**src/rtl/pc_ifu_pkg.sv**
```systemverilog
// pc_ifu_pkg: shared state encoding, word width and reset PC for the fetch unit.
package pc_ifu_pkg;
  localparam int XLEN = 32;
  localparam logic [XLEN-1:0] RESET_PC_DEF = 32'h0000_3000;
  typedef enum logic [1:0] {IDLE = 2'd0, REQ = 2'd1, ERR = 2'd2} state_t;
endpackage

```
**src/rtl/ifu_timeout_cnt.sv**
```systemverilog
// ifu_timeout_cnt: wait-cycle counter with clear/enable; expire flags the last allowed cycle (LIMIT=0 never expires).
module ifu_timeout_cnt #(
  parameter int LIMIT = 16
) (
  input  logic clk,
  input  logic rst,
  input  logic clr,
  input  logic en,
  output logic expire
);
  logic [31:0] cnt_q, cnt_d;
  assign cnt_d = clr ? '0 : en ? cnt_q + 32'd1 : cnt_q;
  assign expire = (LIMIT != 0) && (cnt_q == 32'(LIMIT - 1));
  always_ff @(posedge clk or posedge rst)
    if (rst) cnt_q <= '0;
    else cnt_q <= cnt_d;
endmodule

```
**src/rtl/pc_ifu.sv**
```systemverilog
// pc_ifu: PC register plus req/ack instruction fetch with IR and sticky bus error.
// Optional IFU_ALIGN_CHK_EN: misaligned fetch goes to ERR instead of masking pc[1:0].
module pc_ifu
  import pc_ifu_pkg::*;
#(
  parameter logic [XLEN-1:0] RESET_PC    = RESET_PC_DEF,
  parameter int              TIMEOUT_CYC = 16
) (
  input  logic            clk,
  input  logic            rst,
  input  logic [XLEN-1:0] nxtpc,
  input  logic            pc_wr,
  input  logic            fetch_start,
  input  logic [XLEN-1:0] imem_rdata,
  input  logic            imem_ack,
  output logic            imem_req,
  output logic [XLEN-1:0] imem_addr,
  output logic [XLEN-1:0] pc,
  output logic [XLEN-1:0] pc_add4,
  output logic [XLEN-1:0] ir,
  output logic            fetch_done,
  output logic            busy,
  output logic            bus_err
);
  state_t state_q, state_d;
  logic [XLEN-1:0] pc_q, pc_d, ir_q, ir_d, addr_q, addr_d;
  logic req_q, req_d, done_q, done_d, err_q, err_d, expire;
  ifu_timeout_cnt #(.LIMIT(TIMEOUT_CYC)) u_cnt (
    .clk(clk),
    .rst(rst),
    .clr(state_q != REQ),
    .en(state_q == REQ),
    .expire(expire)
  );
  always_comb begin
    state_d = state_q;
    pc_d = (pc_wr && state_q != REQ) ? nxtpc : pc_q;
    ir_d = ir_q;
    addr_d = addr_q;
    req_d = req_q;
    done_d = 1'b0;
    err_d = err_q;
    case (state_q)
      IDLE: if (fetch_start) begin
`ifdef IFU_ALIGN_CHK_EN
        if (pc_q[1:0] != 2'b00) begin
          state_d = ERR;
          err_d = 1'b1;
        end else begin
          state_d = REQ;
          req_d = 1'b1;
          addr_d = pc_q;
        end
`else
        state_d = REQ;
        req_d = 1'b1;
        addr_d = {pc_q[XLEN-1:2], 2'b00};
`endif
      end
      REQ: if (imem_ack) begin
        state_d = IDLE;
        ir_d = imem_rdata;
        req_d = 1'b0;
        done_d = 1'b1;
      end else if (expire) begin
        state_d = ERR;
        req_d = 1'b0;
        err_d = 1'b1;
      end
      default: req_d = 1'b0;
    endcase
  end
  always_ff @(posedge clk or posedge rst)
    if (rst) begin
      state_q <= IDLE;
      pc_q <= RESET_PC;
      ir_q <= '0;
      addr_q <= '0;
      req_q <= 1'b0;
      done_q <= 1'b0;
      err_q <= 1'b0;
    end else begin
      state_q <= state_d;
      pc_q <= pc_d;
      ir_q <= ir_d;
      addr_q <= addr_d;
      req_q <= req_d;
      done_q <= done_d;
      err_q <= err_d;
    end
  assign imem_req = req_q;
  assign imem_addr = addr_q;
  assign pc = pc_q;
  assign pc_add4 = pc_q + 32'd4;
  assign ir = ir_q;
  assign fetch_done = done_q;
  assign busy = state_q == REQ;
  assign bus_err = err_q;
endmodule

```
**config.mk**
```make
export PLATFORM = sky130hd
export DESIGN_NAME = pc_ifu
export DESIGN_NICKNAME = d
export VERILOG_FILES = /design/src/rtl/pc_ifu_pkg.sv /design/src/rtl/ifu_timeout_cnt.sv /design/src/rtl/pc_ifu.sv
export SDC_FILE = /design/constraint.sdc
export NUM_CORES = 1
export LEC_CHECK = 0
export ABC_AREA = 1
export CORE_MARGIN = 3
export CORE_UTILIZATION = 36
export CTS_CLUSTER_SIZE = 8
export DETAILED_ROUTE_END_ITERATION = 16
export GPL_TIMING_DRIVEN = 1
export RECOVER_POWER = 25
export SYNTH_ARGS = -nofsm -noshare
export SYNTH_HDL_FRONTEND = slang
export SYNTH_SLANG_ARGS = --single-unit
export TNS_END_PERCENT = 20
```
**constraint.sdc**
```tcl
create_clock -name clk -period 7.7 [get_ports clk]
set_input_delay 1.54 -clock clk [delete_from_list [all_inputs] [get_ports clk]]
set_output_delay 1.54 -clock clk [all_outputs]
set_load 0.03 [all_outputs]
```
==> qor.txt <==
status: finished, violations left
failing checks: max-capacitance violations, max-slew violations
max_cap viols: 4
Final Setup Violations: 0
crit start category: register
Top delay family on crit path: buffers and inverters
slowest CP cell: clkbuf_1
Root Driver: clkbuf_16
fillcell total: 1,685
TritonCTS Buffers: 17
CP required: 6.16 ns
DRT Wirelength: 18,800 um
asr flop ratio synth: 100%
placed cell area: 8630 sq um
flops & latches, synth: 131
top-count cell post-synth: nand2_1
post-route minimum period: 4.80 ns
Worst R2R Setup Slack: 4.06 ns
Synth area leader: dfrtp_1
FF-to-FF Start: state_q[1]$_DFFE_PP0P_
Tightest Hold Check Type: reg -> reg
Boundary Pins: 201
crit path DAT: 3.26 ns
Final Total Pwr: 1.97 mW
Resized cells post-CTS: 0
Fin Setup TNS: 0 ns
TritonRoute pass-1 iters: 4
Final Hold Fails: 0
Avg Cell Area, Syn: 8.12 sq um
Slew HR: -80.1%
reg-to-reg endpoint: ir[30]$_DFFE_PP0P_
final worst slack: 2.90 ns
Post-Place Cells: 1,197
post-synthesis cell type count: 38
vias in the first global route: 5,661
Congestion Overflow GR: 0
global-route wire length before repair: 30,500 um
Crit path buffers/inverters: 3
Syn Inst Count: 793
Synth area leaders: dfrtp_1 (50%), nand2_1 (14%), nor2_1 (5.3%), inv_1 (4.8%), xor2_1 (4.1%)
Site Rows: 48
drt wl/cell: 15.3 um
Post CTS Setup Buffer Count: 0
hold path startpoint: bus_err$_DFFE_PP0P_
Crit. End Element: primary output
Clk pin slew, worst setup/hold paths: 0.06 ns
area grow syn2layout: 44.2%
n_diodes: 0
worst path cell trace: nand2_1 -> clkbuf_1 -> clkinv_1 -> clkdlybuf4s50_1
Initial Utilization: 37.0%
footprint of the multi-input gates: 2720 sq um
die area: 19,500 sq um
initial DRC count: 278
design area: 9280 sq um
H-Tree Depth: 4
Max Fclk: 0.208 GHz
Port Buffer Count: 198
RSZ-0062 raised after global routing: no
clk sink count: 131
chip width: 140 um
max-slew violations: 217
Seq. cell area: 3280 sq um
initial antenna violation count: 0
crit-path max cell delay: 0.80 ns
fraction of layout cells with a size suffix above 1: 7.47%
core area: 17,400 sq um
share of the cycle needed by the critical path after routing: 62.3%
R2R depth: 8
pre-CTS WS: 3.91 ns
fin nets: 1,062
CTS Buffer Depth: 2
DP Wirelength: 13,800 um
Worst-Margin Slew: 2.70 ns
Crit Path Max Fanout: 20
worst IR drop on VDD: 160 uV
Syn Std Cell Area: 6440 sq um
via/cell ratio: 4.63
Final ANT Viol Nets: 0
YS warnings: 0
hold_buf cts: 0
Tot GR Track Use: 19.6%
GP Congestion: 0.870
share of the yosys chip area belonging to registers: 51.0%
Hold Path Depth: 2
Die H: 140 um
Top FF cell, synth: dfrtp_1
later-pin clock latency in the skew report: 0.42 ns
CTS tree: done
DRC: 0
largest net degree at the start of global routing: 78
worst hold path endpoint: bus_err$_DFFE_PP0P_
EDFF count, synth: 0
Vias: 5,695
Post-Layout Cell Count: 1,229
LEAKAGE: 4.19 nW
Pwr Density: 212 nW/um^2
skew final: 0.00796 ns
share of the synthesized area in the top cell type: 50.2%
Synth top cells by count: nand2_1 (242), dfrtp_1 (129), nor2_1 (91)
CP Class: reg -> out
[worst reg2reg max path: cells and delay by family, from the launching register on]
family | cells | cell delay (ns)
buffers and inverters | 4 | 2.61
flip-flops | 1 | 0.37
AND/OR/NAND/NOR | 4 | 0.57
[metrics by stage]
| step | utilization (%) | hold WS, ns |
|---|---|---|
| detailed placement | 49.6 | 0.458 |
| CTS | 53.4 | 0.469 |
| floorplan | - | 0.433 |
| global placement | 49.6 | 0.448 |
| global route | 53.3 | 0.485 |
| finish | 53.3 | 0.465 |
[per-layer routing]
metal | up-vias | share of wire [%] | GRT usage, %
li1 | 2884 | - | -
met1 | 2648 | 45 | 26.3
met2 | 139 | 46 | 30.4
met3 | 24 | 6.1 | 5.84
met4 | 0 | 2.2 | 6.58
met5 | - | 0 | 0
[sequential cells by signal, indices dropped and copies added, names as in the netlist]
| name | count |
|---|---|
| imem_addr | 30 |
| ir | 32 |
| state_q | 2 |
| fetch_done | 1 |
| pc | 32 |
| imem_req | 1 |
| u_cnt.cnt_q | 32 |
| bus_err | 1 |
[cell families after synthesis]
kind of cell	count (synthesis)	synth area share (%)
AND/OR/NAND/NOR	426	30.2
XOR/XNOR	30	4.08
adder cells (fa/ha/maj)	2	0.389
flip-flops	131	51.0
other	1	0.0583
AO/OA/AOI/OAI	92	7.19
multiplexers	2	0.350
buffers and inverters	109	6.75
[power breakdown]
part	total, mW	internal, mW	switching [mW]	leakage, nW
registers	0.740	0.713	0.0266	1.69
logic	0.309	0.126	0.184	2.17
clock network	0.918	0.618	0.299	0.327
[cell usage in the layout, fill, tap and decap left out, types with 3 or more instances in the layout]
cell type,netlist,final
a21oi_1,46,46
bufinv_16,0,5
clkbuf_1,15,6
clkbuf_16,0,17
clkbuf_8,0,5
clkdlybuf4s50_1,0,196
dfrtp_1,129,129
inv_1,82,82
nand2_1,242,241
nand2_2,4,5
nand3_1,19,19
nand3_2,4,4
nand4_1,10,10
nor2_1,91,91
nor2_2,8,8
nor3_1,20,21
nor3_2,11,10
nor3_4,3,3
o21ai_0,44,45
xor2_1,30,30
[worst max path at each step]
stage,startpoint,to,slack (ns),cells after the start
global placement,pc[2]$_DFFE_PP0P_,pc_add4[26],3.96,6
global route,state_q[1]$_DFFE_PP0P_,busy,2.69,5
CTS,pc[2]$_DFFE_PP0P_,pc_add4[26],3.47,6
floorplan,rst,bus_err$_DFFE_PP0P_,2.67,1
detailed placement,pc[2]$_DFFE_PP0P_,pc_add4[26],3.91,6
finish,state_q[0]$_DFFE_PP0P_,busy,2.90,4
[area by class of cell]
class / instances / area share, %
Clock inverter: 8 / 1.85
Multi-Input combinational cell: 554 / 29.3
Timing Repair Buffer: 203 / 21.6
Tap cell: 225 / 3.03
Clock buffer: 24 / 5.41
Sequential cell: 131 / 35.4
Inverter: 84 / 3.41
Note: power is estimated with default switching activity, not from simulation.
